--- config.mk ---
export PLATFORM = sky130hd
export DESIGN_NAME = memory_access_stage_flat
export DESIGN_NICKNAME = d
export VERILOG_FILES = /design/src/rtl/memory_access_stage_if.sv /design/src/rtl/memory_access_stage.sv /design/src/flat_wrapper.sv
export SDC_FILE = /design/constraint.sdc
export NUM_CORES = 1
export LEC_CHECK = 0
export CELL_PAD_IN_SITES_DETAIL_PLACEMENT = 0
export CELL_PAD_IN_SITES_GLOBAL_PLACEMENT = 1
export CORE_UTILIZATION = 30
export DETAILED_ROUTE_END_ITERATION = 10
export GPL_ROUTABILITY_DRIVEN = 0
export GPL_TIMING_DRIVEN = 0
export PLACE_DENSITY = 0.87
export RECOVER_POWER = 25
export SYNTH_ARGS = -nofsm -noshare
export SYNTH_HDL_FRONTEND = slang
export SYNTH_SLANG_ARGS = --single-unit
--- constraint.sdc ---
create_clock -name clk -period 1.8 [get_ports clk]
set_clock_uncertainty 0.15 [all_clocks]
set_input_delay 0.18 -clock clk [delete_from_list [all_inputs] [get_ports clk]]
set_output_delay 0.18 -clock clk [all_outputs]
set_load 0.02 [all_outputs]
--- src/rtl/memory_access_stage_if.sv ---
// Data-cache port of the memory stage: one request channel, one response channel.
// Handshake: req_valid rises with stable addr/write/wdata/wstrb and holds them unchanged until a cycle where req_ready is also high; resp_valid is a single-cycle pulse with no back-pressure.
interface memory_access_stage_if #(
  parameter int ADDR_W = 64,
  parameter int DATA_W = 64
);
  logic                req_valid;
  logic                req_ready;
  logic [ADDR_W-1:0]   req_addr;
  logic                req_write;
  logic [DATA_W-1:0]   req_wdata;
  logic [DATA_W/8-1:0] req_wstrb;
  logic                resp_valid;
  logic [DATA_W-1:0]   resp_data;

  modport master (
    output req_valid, req_addr, req_write, req_wdata, req_wstrb,
    input  req_ready, resp_valid, resp_data
  );

  modport slave (
    input  req_valid, req_addr, req_write, req_wdata, req_wstrb,
    output req_ready, resp_valid, resp_data
  );
endinterface

--- src/rtl/memory_access_stage.sv ---
// Pipeline memory stage: one load/store per op over the data-cache port, registered write-back outputs.
// Optional MEM_MISALIGN_CHECK_EN: misaligned accesses fault without a request; otherwise the offset is size-aligned.
module memory_access_stage #(
  parameter int ADDR_W = 64,
  parameter int DATA_W = 64
) (
  input  logic                  clk,
  input  logic                  reset,
  input  logic                  memory_enable,
  input  logic [DATA_W-1:0]     alu_data_in,
  input  logic [DATA_W-1:0]     store_data_in,
  input  logic                  mem_read,
  input  logic                  mem_write,
  input  logic [1:0]            mem_size,
  input  logic                  mem_unsigned,
  input  logic [4:0]            rd_in,
  input  logic                  reg_write_in,
  memory_access_stage_if.master dcache,
  output logic [DATA_W-1:0]     wb_data_out,
  output logic [4:0]            rd_out,
  output logic                  reg_write_out,
  output logic                  misaligned_fault,
  output logic                  memory_done,
  output logic [1:0]            state_dbg
);
  typedef enum logic [1:0] {
    S_IDLE = 2'd0,
    S_REQ  = 2'd1,
    S_WAIT = 2'd2,
    S_DONE = 2'd3
  } state_t;

  state_t            state;
  state_t            state_next;
  logic              accept;
  logic              is_mem;
  logic [2:0]        off_in;
  logic [2:0]        size_mask;
  logic [2:0]        eff_off;
  logic [7:0]        strb_base;
  logic [2:0]        off_q;
  logic [1:0]        size_q;
  logic              unsigned_q;
  logic              load_q;
  logic [DATA_W-1:0] lane;
  logic [DATA_W-1:0] load_val;

  assign accept    = (state == S_IDLE) && memory_enable;
  assign is_mem    = mem_read || mem_write;
  assign off_in    = alu_data_in[2:0];
  assign state_dbg = state;

  always_comb begin
    size_mask = 3'b000;
    strb_base = 8'h01;
    case (mem_size)
      2'd0: begin size_mask = 3'b000; strb_base = 8'h01; end
      2'd1: begin size_mask = 3'b001; strb_base = 8'h03; end
      2'd2: begin size_mask = 3'b011; strb_base = 8'h0F; end
      default: begin size_mask = 3'b111; strb_base = 8'hFF; end
    endcase
  end

  // An aligned offset passes through unchanged; a misaligned one is rounded down to size alignment.
  assign eff_off = off_in & ~size_mask;

`ifdef MEM_MISALIGN_CHECK_EN
  logic fault_in;
  assign fault_in = is_mem && ((off_in & size_mask) != 3'b000);
`else
  assign misaligned_fault = 1'b0;
`endif

  always_comb begin
    state_next = state;
    case (state)
      S_IDLE: begin
        if (memory_enable) begin
          if (!is_mem)
            state_next = S_DONE;
`ifdef MEM_MISALIGN_CHECK_EN
          else if (fault_in)
            state_next = S_DONE;
`endif
          else
            state_next = S_REQ;
        end
      end
      S_REQ: begin
        if (dcache.req_ready)
          state_next = S_WAIT;
      end
      S_WAIT: begin
        if (dcache.resp_valid)
          state_next = S_DONE;
      end
      S_DONE: begin
        state_next = S_IDLE;
      end
      default: begin
        state_next = S_IDLE;
      end
    endcase
  end

  always_comb begin
    lane     = dcache.resp_data >> {off_q, 3'b000};
    load_val = lane;
    case (size_q)
      2'd0: load_val = unsigned_q ? {{(DATA_W-8){1'b0}}, lane[7:0]}
                                  : {{(DATA_W-8){lane[7]}}, lane[7:0]};
      2'd1: load_val = unsigned_q ? {{(DATA_W-16){1'b0}}, lane[15:0]}
                                  : {{(DATA_W-16){lane[15]}}, lane[15:0]};
      2'd2: load_val = unsigned_q ? {{(DATA_W-32){1'b0}}, lane[31:0]}
                                  : {{(DATA_W-32){lane[31]}}, lane[31:0]};
      default: load_val = lane;
    endcase
  end

  always_ff @(posedge clk) begin
    if (reset) begin
      state            <= S_IDLE;
      dcache.req_valid <= 1'b0;
      dcache.req_addr  <= '0;
      dcache.req_write <= 1'b0;
      dcache.req_wdata <= '0;
      dcache.req_wstrb <= '0;
      memory_done      <= 1'b0;
      wb_data_out      <= '0;
      rd_out           <= '0;
      reg_write_out    <= 1'b0;
`ifdef MEM_MISALIGN_CHECK_EN
      misaligned_fault <= 1'b0;
`endif
      off_q            <= '0;
      size_q           <= '0;
      unsigned_q       <= 1'b0;
      load_q           <= 1'b0;
    end else begin
      state            <= state_next;
      dcache.req_valid <= (state_next == S_REQ);
      memory_done      <= (state_next == S_DONE);
      if (accept) begin
        rd_out           <= rd_in;
        off_q            <= eff_off;
        size_q           <= mem_size;
        unsigned_q       <= mem_unsigned;
        load_q           <= mem_read;
        dcache.req_addr  <= {alu_data_in[ADDR_W-1:3], 3'b000};
        dcache.req_write <= mem_write;
        dcache.req_wdata <= store_data_in << {eff_off, 3'b000};
        dcache.req_wstrb <= strb_base << eff_off;
        wb_data_out      <= is_mem ? '0 : alu_data_in;
        reg_write_out    <= is_mem ? (mem_read && reg_write_in) : reg_write_in;
`ifdef MEM_MISALIGN_CHECK_EN
        misaligned_fault <= fault_in;
        if (fault_in)
          reg_write_out <= 1'b0;
`endif
      end
      // Store acknowledges carry no data; only loads overwrite the write-back value.
      if ((state == S_WAIT) && dcache.resp_valid && load_q)
        wb_data_out <= load_val;
    end
  end
endmodule

--- src/flat_wrapper.sv ---
// flat-port wrapper written by rule: the top's interface ports become plain ports
module memory_access_stage_flat 
#(
  parameter int ADDR_W = 64,
  parameter int DATA_W = 64
)
  (clk, reset, memory_enable, alu_data_in, store_data_in, mem_read, mem_write, mem_size, mem_unsigned, rd_in, reg_write_in, wb_data_out, rd_out, reg_write_out, misaligned_fault, memory_done, state_dbg, dcache_req_valid, dcache_req_addr, dcache_req_write, dcache_req_wdata, dcache_req_wstrb, dcache_req_ready, dcache_resp_valid, dcache_resp_data);
  memory_access_stage_if #(.ADDR_W(ADDR_W), .DATA_W(DATA_W)) dcache_i ();
  input  logic clk;
  input  logic reset;
  input  logic memory_enable;
  input  logic [DATA_W-1:0] alu_data_in;
  input  logic [DATA_W-1:0] store_data_in;
  input  logic mem_read;
  input  logic mem_write;
  input  logic [1:0] mem_size;
  input  logic mem_unsigned;
  input  logic [4:0] rd_in;
  input  logic reg_write_in;
  output logic [DATA_W-1:0] wb_data_out;
  output logic [4:0] rd_out;
  output logic reg_write_out;
  output logic misaligned_fault;
  output logic memory_done;
  output logic [1:0] state_dbg;
  output wire logic [$bits(dcache_i.req_valid)-1:0] dcache_req_valid;
  output wire logic [$bits(dcache_i.req_addr)-1:0] dcache_req_addr;
  output wire logic [$bits(dcache_i.req_write)-1:0] dcache_req_write;
  output wire logic [$bits(dcache_i.req_wdata)-1:0] dcache_req_wdata;
  output wire logic [$bits(dcache_i.req_wstrb)-1:0] dcache_req_wstrb;
  input wire logic [$bits(dcache_i.req_ready)-1:0] dcache_req_ready;
  input wire logic [$bits(dcache_i.resp_valid)-1:0] dcache_resp_valid;
  input wire logic [$bits(dcache_i.resp_data)-1:0] dcache_resp_data;
  assign dcache_req_valid = dcache_i.req_valid;
  assign dcache_req_addr = dcache_i.req_addr;
  assign dcache_req_write = dcache_i.req_write;
  assign dcache_req_wdata = dcache_i.req_wdata;
  assign dcache_req_wstrb = dcache_i.req_wstrb;
  assign dcache_i.req_ready = dcache_req_ready;
  assign dcache_i.resp_valid = dcache_resp_valid;
  assign dcache_i.resp_data = dcache_resp_data;
  memory_access_stage #(.ADDR_W(ADDR_W), .DATA_W(DATA_W)) u_core (.clk(clk), .reset(reset), .memory_enable(memory_enable), .alu_data_in(alu_data_in), .store_data_in(store_data_in), .mem_read(mem_read), .mem_write(mem_write), .mem_size(mem_size), .mem_unsigned(mem_unsigned), .rd_in(rd_in), .reg_write_in(reg_write_in), .dcache(dcache_i), .wb_data_out(wb_data_out), .rd_out(rd_out), .reg_write_out(reg_write_out), .misaligned_fault(misaligned_fault), .memory_done(memory_done), .state_dbg(state_dbg));
endmodule
After elaboration in Yosys (flattened, before gate mapping). Cells that the tools add are included. W data, S select, Z words.

Bits in registers: 215. Word-level logic and storage cells: 52. Input port bits: 208.

Equality and inequality tests: 9. Shifts and indexed selects: 3. Bitwise gates (word level): 2. Mux-type cells: 15. Reductions and logical operators: 9.

Operator list (number): $mux W64 (6); $pmux W64 S3 (1); $shl A64 B6 Y64 (1); $shr A64 B6 Y64 (1); $pmux W8 S3 (1); $eq A2 B2 Y1 const B (5); $pmux W3 S3 (1); $eq A2 B1 Y1 const B (4); $mux W2 (4); $pmux W2 S4 (1); $shl A8 B3 Y8 (1); $logic_not A2 Y1 (3); $logic_and A1 B1 Y1 (4); $and A3 B3 Y3 (1); $not A3 Y3 (1); $reduce_bool A2 Y1 (1); $logic_or A1 B1 Y1 (1); $mux W1 (1).

Depth between registers and ports, before layout.
Depth in word-level cells: 5. Gate-level depth with buffers: 9. Mapped depth without buffers: 5.

Worst setup path after synthesis. Ideal clock, no wire load.

Path kind: register to register. Start: register u_core.state[1], in the netlist u_core.state_dbg[1]. End: register u_core.wb_data_out[41]. Path buffers: 3. Arrival time: 1738 ps. Clock period less this slack: 2035 ps. Stages on the path, launching flop included: 7. Setup time: 146 ps. Slack: -235 ps. Data required time: 1504 ps. Cell sequence: dfxtp_1 > buf_2 > or3b_1 > buf_2 > clkbuf_1 > a221oi_1 > a211oi_2.

Cells in the longest elaborated chain, start to end: 4. Elaborated cells between the ends (all ways): 7. Classes of those cells: 1 x eq/ne; 1 x mux; 5 x reduce/logical.

RTL lines: from (decl) (line memory_access_stage.sv:33) `state_t state;`; from (signal assigned) (line memory_access_stage.sv:140) `state <= state_next;`; $eq A2 B2 Y1 (line memory_access_stage.sv:162) `if ((state == S_WAIT) && dcache.resp_valid && load_q)`; $logic_and A1 B1 Y1 (2 in series) (line memory_access_stage.sv:162); $mux W64 or $reduce_bool A2 Y1 (tied branches); to (signal assigned) (line memory_access_stage.sv:153) `wb_data_out <= is_mem ? '0 : alu_data_in;`; to (signal assigned) (line memory_access_stage.sv:163) `wb_data_out <= load_val;`; to (decl) (line memory_access_stage.sv:19) `output logic [DATA_W-1:0] wb_data_out,`.

Several ways; a longest one is shown, not always the timed one. A chain may end at the register's enable or synchronous reset.

Worst setup path in the final report.
Start: register u_core.off_q[1]. End: register u_core.wb_data_out[34].

Cells in the longest elaborated chain, start to end: 4. Elaborated cells between the ends (all ways): 6. Classes of those cells: 1 x shift; 5 x mux.

RTL lines: from (decl) (line memory_access_stage.sv:41) `logic [2:0] off_q;`; from (signal assigned) (line memory_access_stage.sv:145) `off_q <= eff_off;`; $shr A64 B6 Y64 (*) (line memory_access_stage.sv:107) `lane = dcache.resp_data >> {off_q, 3'b000};`; $mux W64, on equally long branches (line memory_access_stage.sv:114, memory_access_stage.sv:110, memory_access_stage.sv:112); $pmux W64 S3 (*) (line memory_access_stage.sv:109) `case (size_q)`; $mux W64 (*) (line memory_access_stage.sv:162).

Mark *: on every way between the ends. The rest lies on a longest branch, timed or not.

==> results.py <==
metrics = {
    "run_status": {
        "status": "complete, but fails checks",
        "violations": "negative setup slack",
    },
    "clocking": {
        "clock_path_buffers": 3,
        "cts_root_buffer": "clkbuf_16",
        "cts_tree": "built",
        "clkLatencyLatePin_ps": 550,
        "cts_buffers": 26,
        "htreeDepth": 1,
        "path_clk_slew_ps": 60,
        "cts_sinks": 215,
    },
    "logic_synthesis": {
        "yosys_warnings": 0,
        "synth_edf_count": 0,
        "synth-main-ff-cell": "dfxtp_1",
        "synth_most_common_cell": "dfxtp_1",
        "ys_ff_latch": 215,
        "synth_top_area_share_pct": 36.7,
        "synth_top_area_cell": "dfxtp_1",
        "synth-async-reset-ratio_pct": 0,
        "syn_area_per_cell_um2": 9.06,
        "syn_inst": 1295,
        "ys_seq_area_share_pct": 36.7,
        "synthTopCellsByArea": "dfxtp_1 37%, mux2i_1 10%, nand2_1 6.7%",
        "synth_area_um2": 11700,
        "synth_cell_type_count": 53,
        "synth_common_cells": "215 x dfxtp_1, 208 x nand2_1, 118 x mux2i_1",
    },
    "global_route": {
        "grt_pass1_wl_um": 83600,
        "overflow": 0,
        "antenna_found_initial": 7,
        "grt_pass1_vias": 13200,
        "grt_usage_pct": 28.2,
        "grt_max_degree": 13,
    },
    "die": {
        "die_y_um": 200,
        "core_um2": 38600,
        "initial_utilization_pct": 30.4,
        "ios": 420,
        "rows": 72,
        "die_area_um2": 39900,
        "chipWidth_um": 200,
    },
    "critical_path": {
        "crit_arrival_ps": 2480,
        "worstSetupEndpointType": "flop",
        "crit_required_ps": 2100,
        "critPathLaunchType": "flop",
        "worstPathMaxFanout": 7,
        "r2r-start": "u_core.off_q[1]$_SDFFE_PP0P_",
        "r2r-end": "u_core.wb_data_out[34]$_SDFFE_PP0P_",
        "path_class": "reg -> reg",
        "r2r_cells": 9,
        "r2r_setup_slack_ps": -380,
    },
    "sta": {
        "final.period_utilization_pct": 121,
        "timing.fmax_ghz": 0.459,
        "slew_violations": 0,
        "hold_violations": 0,
        "fin_ws_ps": -380,
        "setup_viol": 344,
        "fin_crit_ps": 2180,
        "slew_headroom_pct": 45.7,
        "rsz0062_at_grt": "true",
        "tightestPinTransition_ps": 814,
        "holdWs_ps": 22.7,
    },
    "power_and_ir_drop": {
        "ir_drop_mv": 0.627,
        "power_mw": 15.2,
        "p_leak_nw": 7.08,
        "p_per_area_nw_per_um2": 794,
    },
    "cells_and_area": {
        "final_core_util_pct": 49.5,
        "drive_above_1_share_pct": 22.3,
        "num-fill-cells": 3624,
        "regArea_um2": 4320,
        "areaGrowthSynthToFinish_pct": 62.8,
        "multiInputGateArea_um2": 7380,
        "layout.nets": 1982,
    },
    "detailed_routing": {
        "drtIter0Drc": 1257,
        "ant_nets": 0,
        "wirelength_um": 57900,
        "routedWlPerCell_um": 25.0,
        "drc": 0,
        "dr.pass1.iters": 8,
        "vias": 13200,
        "via_per_inst": 5.71,
    },
    "placement": {
        "io_buffer_count": 413,
        "dp_hpwl_um": 44100,
    },
    "hold_path": {
        "min_path_type": "in -> reg",
        "hold_depth": 3,
        "hold_start": "rd_in[3]",
        "worstHoldEndpoint": "u_core.rd_out[3]$_SDFFE_PP0P_",
    },
    "flow_run": {
        "maxCapViolCount": 0,
    },
}
==> where the power goes <==
| group | internal, mW | switching (mW) |
|---|---|---|
| Clock | 3.14 | 2.18 |
| Combinational | 2.12 | 2.46 |
| Sequential | 5.06 | 0.197 |
==> worst max path at each step <==
stage | start | endpoint | slack [ps]
floorplan | u_core.state_dbg[1]$_SDFF_PP0_ | u_core.wb_data_out[50]$_SDFFE_PP0P_ | -150
global placement | memory_enable | u_core.dcache.req_wdata[36]$_SDFFE_PP0P_ | -1300
detailed placement | memory_enable | u_core.dcache.req_wdata[37]$_SDFFE_PP0P_ | -1360
CTS | u_core.off_q[0]$_SDFFE_PP0P_ | u_core.wb_data_out[43]$_SDFFE_PP0P_ | -340
global route | u_core.off_q[1]$_SDFFE_PP0P_ | u_core.wb_data_out[53]$_SDFFE_PP0P_ | -450
finish | u_core.off_q[1]$_SDFFE_PP0P_ | u_core.wb_data_out[34]$_SDFFE_PP0P_ | -380
==> critical path, stage by stage (launching register included) <==
cell	delay, ps
dfxtp_4	410
buf_6	140
mux2i_2	150
a22o_1	230
nor4_4	310
buf_4	170
nor3_4	40
buf_12	160
buf_12	140
a211oi_2	180
==> routing by layer <==
layer  routed length, um  vias up  GRT usage [%]
li1                    -     5846              -
met1               22200     6390           34.3
met2               26600      799           45.9
met3                6010      176           8.02
met4                3100        6           13.1
met5                  41        -              0
==> sequential cells by signal, indices dropped and copies added (netlist names) <==
register                 count
u_core.dcache.req_addr      61
u_core.dcache.req_valid      1
u_core.load_q                1
u_core.wb_data_out          64
u_core.dcache.req_write      1
u_core.dcache.req_wdata     64
u_core.memory_done           1
u_core.state_dbg             2
u_core.rd_out                5
u_core.reg_write_out         1
u_core.size_q                2
u_core.unsigned_q            1
u_core.dcache.req_wstrb      8
u_core.off_q                 3
==> cell families after synthesis <==
kind of cell	Yosys count	synth area share, %
other	1	0.0320
buffers and inverters	141	6.13
muxes	182	18.2
and+or+nand+nor	387	14.5
AOI/OAI and AO/OA	369	24.4
DFF	215	36.7
==> layout by cell type, fill, tap and decap left out, drive strengths merged, types with 11 or more instances in the layout <==
| cell type | n |
|---|---|
| a21oi | 103 |
| mux4 | 21 |
| nor2b | 13 |
| mux2 | 43 |
| a221oi | 76 |
| nand2 | 208 |
| dlygate4sd2 | 16 |
| nor3 | 20 |
| a222oi | 27 |
| clkbuf | 101 |
| nor2 | 104 |
| a2bb2oi | 17 |
| a311oi | 11 |
| a211oi | 61 |
| dfxtp | 215 |
| clkdlybuf4s50 | 380 |
| buf | 109 |
| nand3 | 14 |
| a22oi | 34 |
| mux2i | 118 |
==> area by class of cell <==
type,count,area share (%)
repair buffers,451,23.8
well taps,518,3.39
flip-flops and latches,215,22.6
plain buffers,133,6.93
clock buffers,36,3.87
clock inverters,10,0.557
diodes,4,0.0524
inverters,5,0.0983
multi-input cells,942,38.7
==> metrics by stage <==
| stage | std cells | cell area, um2 | setup TNS [ps] | setup slack (ps) |
|---|---|---|---|---|
| after floorplan | 1298 | 12000 | -11070 | -151 |
| final | 2314 | 19100 | -37390 | -380 |
| after global placement | 2229 | 16800 | -183400 | -1300 |
| after detailed placement | 2229 | 16800 | -188680 | -1360 |
| after global routing | 2313 | 19100 | -56600 | -454 |
| after CTS | 2309 | 18900 | -40810 | -341 |
==> what timing repair did <==
action | in CTS | in global routing
pin swaps | 28 | 16
setup buffers | 26 | 3
endpoints found under the setup margin | 418 | 409
gates resized for setup | 251 | 67
hold endpoints to repair | 2 | 0
cloned | 8 | 0
hold buffers | 2 | 0
(Power assumes the default switching activity.)
